## config.mk

```make
export PLATFORM = sky130hd
export DESIGN_NAME = otter_iobus_uart_tx
export DESIGN_NICKNAME = d
export VERILOG_FILES = /design/src/rtl/otter_iobus_uart_tx.sv
export SDC_FILE = /design/constraint.sdc
export NUM_CORES = 1
export LEC_CHECK = 0
export CAP_MARGIN = 25
export CORE_MARGIN = 4
export CORE_UTILIZATION = 51
export DETAILED_ROUTE_END_ITERATION = 7
export GPL_ROUTABILITY_DRIVEN = 0
export PLACE_DENSITY_LB_ADDON = 0.3
export SLEW_MARGIN = 0
export SYNTH_ARGS = -nofsm -noshare
export SYNTH_HDL_FRONTEND = slang
export SYNTH_SLANG_ARGS = --single-unit
```

## constraint.sdc

```tcl
create_clock -name CLOCK -period 3.5 [get_ports CLOCK]
set_clock_uncertainty 0.15 [all_clocks]
set_input_delay 0.7 -clock CLOCK [delete_from_list [all_inputs] [get_ports CLOCK]]
set_output_delay 0.7 -clock CLOCK [all_outputs]
set_load 0.02 [all_outputs]
```

## src/rtl/otter_iobus_uart_tx.sv

```systemverilog
// OTTER IOBUS transmit-only UART: TXDATA/STATUS/CTRL window, byte FIFO, 8N1 framer.
// Define UART_TX_INTR_EN to build the IE bit and the transmit-drained INTR pulse.
module otter_iobus_uart_tx #(
  parameter logic [31:0] BASE_ADDR    = 32'h1100_0100,
  parameter int          CLKS_PER_BIT = 16,
  parameter int          FIFO_DEPTH   = 8
) (
  input  logic        CLOCK,
  input  logic        RESET,
  input  logic [31:0] IOBUS_ADDR,
  input  logic [31:0] IOBUS_OUT,
  input  logic        IOBUS_WR,
  output logic [31:0] IOBUS_IN,
  output logic        TX,
  output logic        INTR
);

  localparam int AW = $clog2(FIFO_DEPTH);
  localparam int CW = (CLKS_PER_BIT > 1) ? $clog2(CLKS_PER_BIT) : 1;
  localparam logic [CW-1:0] CNT_MAX = CW'(CLKS_PER_BIT - 1);
  localparam logic [AW:0]   DEPTH   = (AW+1)'(FIFO_DEPTH);

  typedef enum logic [1:0] {IDLE, START, DATA, STOP} state_t;

  state_t        state_q, state_d;
  logic [CW-1:0] cnt_q, cnt_d;
  logic [2:0]    bit_q, bit_d;
  logic [7:0]    shift_q, shift_d;
  logic          tx_q, tx_d;

  logic [7:0]    mem [FIFO_DEPTH];
  logic [AW-1:0] wr_ptr, rd_ptr;
  logic [AW:0]   count_q;
  logic          ovf_q, en_q, ie;

  logic sel_tx, sel_st, sel_ct;
  logic empty, full, push, pop;
  logic stop_done, bit_end;

  assign sel_tx  = IOBUS_ADDR == BASE_ADDR;
  assign sel_st  = IOBUS_ADDR == BASE_ADDR + 32'd4;
  assign sel_ct  = IOBUS_ADDR == BASE_ADDR + 32'd8;
  assign empty   = count_q == '0;
  assign full    = count_q == DEPTH;
  assign bit_end = cnt_q == CNT_MAX;
  // a pop in the same cycle frees the slot, so a full FIFO still accepts
  assign push    = IOBUS_WR && sel_tx && (!full || pop);

  always_comb begin
    state_d   = state_q;
    cnt_d     = cnt_q;
    bit_d     = bit_q;
    pop       = 1'b0;
    stop_done = 1'b0;
    unique case (state_q)
      IDLE: begin
        if (en_q && !empty) begin
          state_d = START;
          pop     = 1'b1;
          cnt_d   = '0;
        end
      end
      START: begin
        cnt_d = cnt_q + 1'b1;
        if (bit_end) begin
          state_d = DATA;
          cnt_d   = '0;
          bit_d   = '0;
        end
      end
      DATA: begin
        cnt_d = cnt_q + 1'b1;
        if (bit_end) begin
          cnt_d = '0;
          if (bit_q == 3'd7) state_d = STOP;
          else               bit_d   = bit_q + 1'b1;
        end
      end
      STOP: begin
        cnt_d = cnt_q + 1'b1;
        if (bit_end) begin
          stop_done = 1'b1;
          cnt_d     = '0;
          if (en_q && !empty) begin
            state_d = START;
            pop     = 1'b1;
          end else begin
            state_d = IDLE;
          end
        end
      end
      default: state_d = IDLE;
    endcase
    shift_d = pop ? mem[rd_ptr] : shift_q;
    // TX is registered from the next state so it moves on the transition edge
    case (state_d)
      START:   tx_d = 1'b0;
      DATA:    tx_d = shift_d[bit_d];
      default: tx_d = 1'b1;
    endcase
  end

  always_ff @(posedge CLOCK or negedge RESET) begin
    if (!RESET) begin
      state_q <= IDLE;
      cnt_q   <= '0;
      bit_q   <= '0;
      shift_q <= '0;
      tx_q    <= 1'b1;
    end else begin
      state_q <= state_d;
      cnt_q   <= cnt_d;
      bit_q   <= bit_d;
      shift_q <= shift_d;
      tx_q    <= tx_d;
    end
  end

  always_ff @(posedge CLOCK) begin
    if (push) mem[wr_ptr] <= IOBUS_OUT[7:0];
  end

  always_ff @(posedge CLOCK or negedge RESET) begin
    if (!RESET) begin
      wr_ptr  <= '0;
      rd_ptr  <= '0;
      count_q <= '0;
      ovf_q   <= 1'b0;
    end else begin
      if (push) wr_ptr <= wr_ptr + 1'b1;
      if (pop)  rd_ptr <= rd_ptr + 1'b1;
      case ({push, pop})
        2'b10:   count_q <= count_q + 1'b1;
        2'b01:   count_q <= count_q - 1'b1;
        default: count_q <= count_q;
      endcase
      if (IOBUS_WR && sel_tx && full && !pop)
        ovf_q <= 1'b1;
      else if (IOBUS_WR && sel_st && IOBUS_OUT[3])
        ovf_q <= 1'b0;
    end
  end

`ifdef UART_TX_INTR_EN
  logic ie_q, intr_q;

  always_ff @(posedge CLOCK or negedge RESET) begin
    if (!RESET) begin
      en_q   <= 1'b0;
      ie_q   <= 1'b0;
      intr_q <= 1'b0;
    end else begin
      if (IOBUS_WR && sel_ct) begin
        en_q <= IOBUS_OUT[0];
        ie_q <= IOBUS_OUT[1];
      end
      intr_q <= stop_done && empty && ie_q;
    end
  end

  assign ie   = ie_q;
  assign INTR = intr_q;
`else
  logic unused_stop;

  always_ff @(posedge CLOCK or negedge RESET) begin
    if (!RESET)                  en_q <= 1'b0;
    else if (IOBUS_WR && sel_ct) en_q <= IOBUS_OUT[0];
  end

  assign ie          = 1'b0;
  assign INTR        = 1'b0;
  assign unused_stop = stop_done;
`endif

  logic unused_out;
  assign unused_out = ^IOBUS_OUT[31:8];

  always_comb begin
    IOBUS_IN = '0;
    unique case (1'b1)
      sel_st: IOBUS_IN = {8'h00, 8'(count_q), 12'h000,
                          ovf_q, empty, full, state_q != IDLE};
      sel_ct: IOBUS_IN = {30'd0, ie, en_q};
      default: IOBUS_IN = '0;
    endcase
  end

  assign TX = tx_q;

endmodule

```

### Yosys cells after proc, flatten, opt, wreduce, memory -nomap -nowiden

Memories as Yosys holds them, arrays and structs flattened.
Cells that the tools add are included.

* add/sub/neg operators: 6
* magnitude comparators: 1
* eq/ne operators: 14
* multiplexer cells: 27
* reduce and logical (&&, ||, !) cells: 18

Operators with widths (count)
* $eq A32 B29 Y1 const B: 3
* $pmux W20 S2: 1
* $pmux W4 S2: 2
* $mux W2: 5
* $add A3 B1 Y3 const B: 3
* $mux W3: 3
* $add A4 B1 Y4 const B: 2
* $eq A2 B2 Y1 const B: 4
* $eq A4 B4 Y1 const B: 2
* $logic_and A1 B1 Y1: 8
* $mux W1: 8
* $mux W4: 2
* $mux W8: 1
* $pmux W2 S4: 1
* $eq A2 B1 Y1 const B: 3
* $pmux W3 S2: 1
* $reduce_bool A2 Y1: 3
* $logic_not A4 Y1: 1
* $lt A3 B4 Y1 const B: 1
* $pmux W1 S2: 2
* $sub A4 B1 Y4 const B: 1
* $bmux W1 S3: 1
* $eq A3 B3 Y1 const B: 1
* $logic_not A1 Y1: 3
* 4 further kinds: 4

* register bits after elaboration: 30
* RAM bits: 64
* output and inout bits: 34
* logic and storage cells: 77
* memories: 1

Memory list
* mem: words 8, width 8, rd ports 1, clocked after Yosys merged registers in 0, write ports 1, line 31 `logic [7:0] mem [FIFO_DEPTH];`

### Logic depth before layout (Yosys ltp)

Gate-level depths: netlist (run 1).

* depth after elaboration: 10
* depth in mapped cells: 13

### Least setup slack after synthesis (run 1)

OpenSTA, ideal clock, no wires.

* path type: in2reg
* start point: input port IOBUS_ADDR[26]
* end point: memory mem[0][0], enable pin
* arrival time: 2.666 ns
* data required time: 2.967 ns
* slack: 0.301 ns
* stages on the path: 6
* path through: nor4b_1 > nand4_1 > nor3_4 > nand3b_2 > or3_1 > nor3_1

* longest elaborated chain between the ends: 5

Ends and longest elaborated chain
* start: declaration: line 10 `input logic [31:0] IOBUS_ADDR,`
* $eq A32 B29 Y1: line 40 `assign sel_tx = IOBUS_ADDR == BASE_ADDR;`
* $logic_and A1 B1 Y1 (2 in series): line 47 `assign push = IOBUS_WR && sel_tx && (!full || pop);`
* $mux W1: line 120 `if (push) mem[wr_ptr] <= IOBUS_OUT[7:0];`
* $mux W1 (not written as such): line 120
* end: declaration: line 31

No other way between the ends.

### Final worst setup path (run 1)

* start point: input port IOBUS_ADDR[29]
* end point: output port IOBUS_IN[0]

* longest elaborated chain between the ends: 2

Ends and longest elaborated chain
* $eq A32 B29 Y1, on equally long branches: line 42, 41
* $pmux W20 S2 (*): line 181 `unique case (1'b1)`
* end: declaration: line 13 `output logic [31:0] IOBUS_IN,`

Every way passes the cells marked *; elsewhere a longest branch is shown, timed or not.

==> results of run 1 <==
-- synth_stat cells, drive strengths merged, types with 2 or more instances --
library cell and n:
edfxtp 64, buf 31, dfrtp 29, nand2 19, nor2 18, mux2 17, mux4 16, ha 11
mux2i 9, inv 8, nor3 8, a21oi 7, and3 6, nor4 6, o21ai 6, nand2b 5
nor4b 5, nand3 4, xnor2 4, a31oi 3, clkbuf 3, a21o 2, and2 2, nand4 2
nor2b 2, or3 2, xor2 2
-- per-stage QoR --
| step | utilization | area, sq um | total power (W) | setup slack (ps) | hold slack [ps] |
|---|---|---|---|---|---|
| 6_report | 0.621 | 5410 | 0.00197 | 97.6 | 352 |
| 3_3_place_gp | 0.600 | 5230 | 0.00130 | -259 | 333 |
| 3_5_place_dp | 0.600 | 5230 | 0.00131 | -314 | 332 |
| 5_1_grt | 0.621 | 5410 | 0.00205 | -60.7 | 364 |
| 2_1_floorplan | - | 4680 | 0.00126 | 301 | 254 |
| 4_1_cts | 0.622 | 5420 | 0.00199 | 12.1 | 355 |
-- layer usage --
| metal | vias to the layer above | track usage | share of wire |
|---|---|---|---|
| li1 | 1283 | - | - |
| met1 | 1346 | 0.208 | 0.40 |
| met2 | 57 | 0.317 | 0.55 |
| met3 | 12 | 0.0365 | 0.039 |
| met4 | 0 | 0.0378 | 0.013 |
| met5 | - | 0 | 0 |
-- logic make-up after synthesis --
group,Yosys count
DFF,94
and+or+nand+nor,81
muxes,42
buffers and inverters,42
AOI/OAI and AO/OA,32
adders and majority gates,12
xor gates and xnor gates,6
other,1
-- cell usage in the layout, fill, tap and decap left out, types with 3 or more instances in the layout --
cell	instances
nor4_1	4
a31oi_1	3
inv_1	8
nor3_1	6
clkdlybuf4s50_1	43
clkbuf_2	6
mux2_2	14
nor4b_1	3
o21ai_1	3
o21ai_0	3
conb_1	25
xnor2_1	4
nor2_1	17
edfxtp_1	64
a21oi_1	5
mux4_1	15
buf_4	23
ha_1	11
clkbuf_8	9
nand2b_1	5
inv_8	3
nand3_1	4
nand2_1	19
inv_6	3
dfrtp_1	29
mux2i_1	9
and3_1	5
-- what timing repair did --
item | CTS | global route
setup endpoints to repair | 8 | 9
pin swaps | 0 | 3
gates resized for setup | 16 | 13
buffers inserted | 0 | 0
gates cloned | 0 | 0
-- critical path, delay by kind of cell --
kind	cells	cell delay (ps)
simple gates	4	770
buf+inv	3	920
compound gates	1	160
-- flip-flops by register name, summed over array words and instances (netlist names) --
register / count
shift_q: 8
state_q: 2
rd_ptr: 3
cnt_q: 4
en_q: 1
mem: 64
count_q: 4
TX: 1
bit_q: 3
ovf_q: 1
wr_ptr: 3
-- power groups by stage --
stage | clock network [W] | registers, W | logic, W
2_1_floorplan | 0 | 0.00121 | 0.0000474
6_report | 0.000690 | 0.00119 | 0.0000958
5_1_grt | 0.000757 | 0.00119 | 0.000104
3_3_place_gp | 0 | 0.00121 | 0.0000904
4_1_cts | 0.000710 | 0.00119 | 0.0000938
3_5_place_dp | 0 | 0.00121 | 0.0000933
-- final cells by class --
cell class / instances / area share
Clock buffer: 10 / 0.0236
Tap cell: 108 / 0.0250
Timing Repair Buffer: 74 / 0.121
Clock inverter: 6 / 0.0111
Sequential cell: 94 / 0.494
Inverter: 8 / 0.00555
Multi-Input combinational cell: 198 / 0.320
-- final timing paths --
path                                                to  slack, ps  cells after the start
min in group asynchronous       count_q[1]$_DFFE_PN0P_        570                      2
worst max-delay path                       IOBUS_IN[0]        100                      8
max in group asynchronous                 TX$_DFF_PN1_       2300                      2
worst min register to register    shift_q[7]$_DFF_PN0_        350                      1
worst min-delay path              shift_q[7]$_DFF_PN0_        350                      1
worst max register to register     mem[0][3]$_DFFE_PP_        590                      8
==> results.cfg, run 1 <==
[status]
status = complete, no violations

[setup_path]
slowest_stage = clkdlybuf4s50_1
startpoint_type = primary input
criticalPathCategory = in -> out
crit_fanout = 4
crit_start = IOBUS_ADDR[29]
r2r-start = state_q[0]$_DFF_PN0_
cp.arrival_ps = 2550
cp-end-kind = primary output
crit_chain = clkdlybuf4s50_1 -> nor4b_2 -> nand4_1 -> buf_4 -> nor3_4 -> nand2_1 -> o21ai_1 -> clkdlybuf4s15_2
critPathRequiredTime_ps = 2650
slowest_delay_ps = 450

[cts]
root_buffer = clkbuf_8
clock-sinks = 94
cts_tree = done
cts-buffers-inserted = 9
htree_levels = 3
clock_latency_ps = 360
clk_pin_slew_worst_paths_ps = 100
clockBufferDepth = 2
holdBufCountCts = 0

[timing]
drv_slew = 0
fin_crit_sh = 0.972
hold_viol = 0
final-setup-viol-count = 0
maxSlewHeadroom = 0.540
period_minus_slack_ps = 3400
fmax_ghz = 0.294
worst_slew_pin_slew_ps = 689
fin_tns_setup_ps = 0
rsz0062_at_grt = yes

[synthesis]
synthFlopType = edfxtp_1
muxShareOfSynthArea = 0.154
synth_compound_area_frac = 0.0537
synth-seq-area-share = 0.583
ys_warn_count = 0
synth_edf_count = 64
syn_area_sq_um = 4590
synth-seq-cells = 94
synth.area.top_cells = edfxtp_1, dfrtp_1, mux4_1
synthXorXnorAreaFrac = 0.0115
synth_top_family_by_area = multiplexers
avgSynthCellArea_sq_um = 14.8
syn_inst = 310
yosysTopAreaCell = edfxtp_1
synth_simple_gate_area_frac = 0.0987
synth_adder_area_share = 0.0344
netlist.area_leader.share = 0.419
async_reset_ff_frac = 0.319
synth_cell_types = 60

[worst_hold_path]
min_from = shift_q[7]$_DFF_PN0_
hold_path_class = reg -> reg

[global_routing]
grt_usage = 0.172
grt_max_degree = 31
overflow = 0
grt_pass1_wl_microns = 13700
antenna_found_initial = 0
grt_pass1_vias = 2706

[floorplan]
core_area_sq_um = 8720
num_rows = 34
die_area_sq_um = 10600
dieHeight_microns = 103
fp.dieW_microns = 103
io_pins = 101
start_util = 0.526

[drt]
num_vias = 2698
drt_iter0_drc = 91
dr.pass1.iters = 4
viasPerCell = 5.42
drc = 0
routed_wl_microns = 8690
ant_nets = 0
wl_per_cell_microns = 17.4

[final_layout]
fillers = 664
seq_area_sq_um = 2670
synthToLayoutAreaGrowth_pct = 18.0
diodes = 0
final_layout_size_suffix_gt1_frac = 0.200
fin_cells = 498
layout.nets = 464
multi_input_area_sq_um = 1730

[place]
portBuffers = 51
dpl.cell_count = 482
dpl.hpwl_microns = 6250

[pwr]
p_clk_frac = 0.349
netSwitchingFraction = 0.233
p_seq_frac = 0.602
p_int_w = 0.00151
comb_power_share = 0.049
p_leak_nw = 2.14
p_sw_w = 0.000459
vdd_ir_drop_max_mv = 0.319
p_per_area_nw_per_um2 = 365

[run]
max_cap_violations = 0
Note: power is estimated with default switching activity, not from simulation.
==> inputs of run 2 (changes only) <==
ABC_AREA = 1   (was not set)
CORE_MARGIN = 2   (was 4)
CORE_UTILIZATION = 52   (was 51)
==> run 2 against run 1 <==
Effect of this change: total power rose by 1.9%; global-route usage is 3.6 points higher; core utilization up 0.74 points; largest cell class unchanged.
==> results.cfg, run 2 <==
[status]
status = complete, no violations

[synthesis]
synth-seq-cells = 94
async_reset_ff_frac = 0.319
ys_warn_count = 0
synth_common_cells = nand2_1, inv_1, nor2_1, edfxtp_1, nand3_1
avgSynthCellArea_sq_um = 8.97
syn_inst = 552
netlist.area_leader.share = 0.388
yosysTopAreaCell = edfxtp_1
synth.area.top_cells = edfxtp_1, dfrtp_1, nand2_1
synthFlopType = edfxtp_1
synth.most_common_cell = nand2_1
syn_area_sq_um = 4950
synth_edf_count = 64
synth_cell_types = 38
synth-seq-area-share = 0.540

[cts]
clockBufferDepth = 2
cts_tree = done
root_buffer = clkbuf_8
holdBufCountCts = 0
cts-buffers-inserted = 9
clock-sinks = 94
htree_levels = 3
clock_latency_ps = 360
clk_pin_slew_worst_paths_ps = 100

[place]
portBuffers = 51
dpl.hpwl_microns = 7030

[pwr]
p_leak_nw = 2.60
p_per_area_nw_per_um2 = 346
vdd_ir_drop_max_mv = 0.300

[drt]
ant_nets = 0
dr.pass1.iters = 4
routed_wl_microns = 10100
drt_iter0_drc = 285
num_vias = 3701
viasPerCell = 4.90
drc = 0
wl_per_cell_microns = 13.4

[final_layout]
top_regs = mem (64), shift_q (8)
max_flop_register = mem
final_common_cell = nand2_1
fillers = 795
layout_common_cells = nand2_1, inv_1, nor2_1, edfxtp_1, nand3_1
largest_register_ffs = 64
final_util = 0.628
final_layout_size_suffix_gt1_frac = 0.110
seq_area_sq_um = 2670
synthToLayoutAreaGrowth_pct = 17.2
layout.nets = 701
multi_input_area_sq_um = 1770
diodes = 0

[floorplan]
start_util = 0.536
fp.dieW_microns = 102
core_area_sq_um = 9240
num_rows = 35
die_area_sq_um = 10300
dieHeight_microns = 102
io_pins = 101

[setup_path]
critPathRequiredTime_ps = 2650
crit_fanout = 4
cp.arrival_ps = 2480
startpoint_type = primary input
cp-end-kind = primary output
criticalPathCategory = in -> out

[timing]
final-setup-viol-count = 0
period_minus_slack_ps = 3330
hold_viol = 0
drv_slew = 0
fin_crit_sh = 0.952
fin_hold_ws_ps = 344
rsz0062_at_grt = no
fmax_ghz = 0.300

[global_routing]
grt_max_degree = 35
grt_pass1_wl_microns = 16700
grt_pass1_vias = 3610
overflow = 0
grt_usage = 0.209
antenna_found_initial = 0

[run]
max_cap_violations = 0

[worst_hold_path]
hold_path_class = reg -> reg
## run 2: changes by cell type in the layout (fill, tap and decap cells not counted), moves of 6 or more
cell	change
nor2_1	+52
inv_2	+6
nand3_1	+56
mux4_1	-15
nand4_1	+7
mux2i_1	-9
inv_1	+77
nand3_2	+6
nand2_1	+93
o21ai_0	+16
mux2_2	-13
## run 2: logic make-up (layout without fill, tap and decap cells)
| kind of cell | after synthesis | in the layout | synth area share |
|---|---|---|---|
| and+or+nand+nor | 275 | 275 | 0.253 |
| buffers and inverters | 129 | 180 | 0.122 |
| muxes | 1 | 1 | 0.00227 |
| AOI/OAI and AO/OA | 33 | 33 | 0.0379 |
| xor gates and xnor gates | 7 | 7 | 0.0124 |
| DFF | 94 | 94 | 0.540 |
| other | 1 | 25 | 0.000757 |
| adders and majority gates | 12 | 12 | 0.0318 |
## run 2: worst max-delay path, stage by stage
cell and delay, ps:
clkdlybuf4s50_1 480, nand4_1 100, nor2_1 190, nand2_1 100, nor3_2 190, nand2_1 140
buf_4 170, nor2_1 100, clkdlybuf4s15_1 310
## run 2: where the power goes
group          total [W]    switching (W)  internal (W)  leakage, nW
registers        0.00119  0.0000000000343       0.00119        0.970
logic           0.000103        0.0000546     0.0000480         1.54
clock network   0.000720         0.000436      0.000284       0.0994
total            0.00201         0.000491       0.00152         2.60
## run 2: path summary, 6_finish.rpt
path	from	endpoint	slack, ps	depth (start not counted)
worst max-delay path	IOBUS_ADDR[28]	IOBUS_IN[2]	170	9
worst min-delay path	shift_q[0]$_DFF_PN0_	shift_q[0]$_DFF_PN0_	340	2
worst max register to register	state_q[0]$_DFF_PN0_	count_q[3]$_DFFE_PN0P_	600	16
min in group asynchronous	RESET	count_q[1]$_DFFE_PN0P_	570	2
max in group asynchronous	RESET	TX$_DFF_PN1_	2300	2
worst min register to register	shift_q[0]$_DFF_PN0_	shift_q[0]$_DFF_PN0_	340	2
## run 2: final cells by class
type	count	share of cell area
Sequential cell	94	0.461
Multi-Input combinational cell	353	0.305
Timing Repair Buffer	72	0.112
Inverter	92	0.0595
Tap cell	129	0.0278
Clock buffer	9	0.0213
Clock inverter	7	0.0138
## run 2: timing repair
action                                  CTS  global route
endpoints found under the setup margin    8             7
resized for setup                         9             9
buffers inserted                          2             0
pin swaps                                 1             0
## run 2: metrics by stage
stage	cells	total power, W	setup WS (ps)	setup TNS [ps]	area (sq um)
4_1_cts	756	0.00203	8.20	0	5810
3_5_place_dp	738	0.00132	-209	-1270	5600
5_1_grt	756	0.00207	11.0	0	5800
3_3_place_gp	738	0.00131	-213	-1260	5600
2_1_floorplan	576	0.00127	717	0	5040
6_report	756	0.00201	169	0	5800
## run 2: routing by layer
layer | share of wire | track usage
met2 | 0.51 | 0.366
met1 | 0.43 | 0.257
met4 | 0.023 | 0.0852
met3 | 0.039 | 0.0311
met5 | 0 | 0
==> inputs of run 3 (changes only) <==
CELL_PAD_IN_SITES_DETAIL_PLACEMENT = 1   (was not set)
CELL_PAD_IN_SITES_GLOBAL_PLACEMENT = 1   (was not set)
CORE_UTILIZATION = 39   (was 52)
==> run 3 against run 2 <==
Effect of this change: total power up 9.4%; final cell count up 5.2%; fmax down 0.30%; first-iteration DRC count down 40%; sequential power about the same; critical path depth unchanged.
==> results.cfg, run 3 (synthesis gave the netlist of run 2 again) <==
[global_routing]
antenna_found_initial = 0
grt_usage = 0.194
met1_usage = 0.212
top_usage_layer = met2
overflow = 0
use_met2 = 0.364
grt_util_met3 = 0.0426
grt_max_degree = 31
grt_pass1_vias = 3935
grt_pass1_wl_microns = 19600

[place]
dpl.cell_count = 779
portBuffers = 51
pre_cts_ws_ps = -331
dpl.hpwl_microns = 8660

[final_layout]
layout_common_cells = nand2_1, inv_1, nor2_1, edfxtp_1, nand3_1
synthToLayoutAreaGrowth_pct = 19.2
layout.nets = 697
multi_input_area_sq_um = 1770
fillers = 1509
fin_cells = 795
diodes = 0
seq_area_sq_um = 2670
max_flop_register = mem
final_layout_size_suffix_gt1_frac = 0.103
final_common_cell = nand2_1
top_regs = mem (64), shift_q (8)
largest_register_ffs = 64

[floorplan]
core_area_sq_um = 12500
num_rows = 41
die_area_sq_um = 13600
fp.dieW_microns = 117
start_util = 0.396
dieHeight_microns = 117
io_pins = 101

[cts]
htree_levels = 3
clockBufferDepth = 2
cts-buffers-inserted = 9
clk_pin_slew_worst_paths_ps = 60
clock_latency_ps = 350
holdBufCountCts = 0
cts_tree = done
root_buffer = clkbuf_16
clock-sinks = 94

[pwr]
comb_power_share = 0.048
p_clk_frac = 0.412
total_power_w = 0.00220
p_sw_w = 0.000478
vdd_ir_drop_max_mv = 0.471
p_leak_nw = 2.61
p_int_w = 0.00172
netSwitchingFraction = 0.217
p_per_area_nw_per_um2 = 373
p_seq_frac = 0.540

[setup_path]
slowest_delay_ps = 400
crit_fanout = 9
slowest_stage = clkdlybuf4s50_1
crit_chain = clkdlybuf4s50_1 -> nor2_1 -> nand3b_1 -> nor2_1 -> nand3_1 -> nor3_2 -> nand2_2 -> nor2_1 -> clkdlybuf4s15_1
cp.arrival_ps = 2490
startpoint_type = primary input
cp-end-kind = primary output
criticalPathCategory = in -> out
crit_path_frequent_cell = nor2_1
critPathRequiredTime_ps = 2650

[timing]
fin_crit_sh = 0.955
setup_slack_ps = 159
final-setup-viol-count = 0
fmax_ghz = 0.299
rsz0062_at_grt = no
period_minus_slack_ps = 3340
fin_tns_setup_ps = 0
drv_slew = 0
hold_viol = 0

[drt]
dr.pass1.iters = 4
viasPerCell = 4.74
wl_per_cell_microns = 15.1
drt_iter0_drc = 170
drc = 0
ant_nets = 0
routed_wl_microns = 12000
num_vias = 3768

[status]
status = complete, no violations

[worst_hold_path]
hold_path_class = reg -> reg

[run]
max_cap_violations = 0
## run 3: cell types whose count changed in the layout (fill, tap and decap cells not counted), sizes merged
| cell | delta |
|---|---|
| buf | -4 |
| clkbuf | +1 |
| clkdlybuf4s15 | +1 |
| clkinv | -1 |
| clkinvlp | +1 |
| dlygate4sd2 | -1 |
| inv | -1 |
## run 3: path summary, 6_finish.rpt
kind                                 startpoint                     end  slack, ps  depth (start not counted)
max                              IOBUS_ADDR[11]            IOBUS_IN[18]        160                          9
min                        shift_q[0]$_DFF_PN0_    shift_q[0]$_DFF_PN0_        330                          2
max reg2reg                state_q[0]$_DFF_PN0_  count_q[3]$_DFFE_PN0P_        590                         16
min reg2reg                shift_q[0]$_DFF_PN0_    shift_q[0]$_DFF_PN0_        330                          2
max in group asynchronous                 RESET            TX$_DFF_PN1_       2240                          2
min in group asynchronous                 RESET  count_q[0]$_DFFE_PN0P_        610                          2
## run 3: critical path, delay by kind of cell
| family | cells | cell delay, ps |
|---|---|---|
| simple gates | 7 | 1040 |
| buf+inv | 2 | 740 |
## run 3: layout make-up
cell class | instances | share of cell area
clock buffer | 10 | 0.0388
tap | 172 | 0.0365
sequential | 94 | 0.453
multi-input combinational | 353 | 0.300
timing repair buffer | 68 | 0.105
inverter | 92 | 0.0585
clock inverter | 6 | 0.00763
## run 3: power groups by stage
stage	Clock, W	Combinational, W	Sequential [W]
global route	0.000982	0.000115	0.00119
detailed placement	0	0.000105	0.00121
CTS	0.000939	0.000105	0.00119
finish	0.000906	0.000105	0.00119
floorplan	0	0.0000545	0.00121
global placement	0	0.000101	0.00121
## run 3: metrics by stage
step                area, sq um  hold slack [ps]   util
floorplan                  5040              254      -
global placement           5640              309  0.450
detailed placement         5640              312  0.450
CTS                        5910              336  0.472
global route               5900              373  0.471
finish                     5900              335  0.471
## run 3: what timing repair did
item,in CTS,in global routing
gates resized for setup,10,11
setup buffers,0,0
endpoints found under the setup margin,8,6
endpoints found under the hold margin,0,0
## run 3: layer usage
| metal | share of wire | routed length (microns) |
|---|---|---|
| met5 | 0 | 0 |
| met2 | 0.54 | 6540 |
| met1 | 0.40 | 4840 |
| met3 | 0.034 | 408 |
| met4 | 0.021 | 257 |
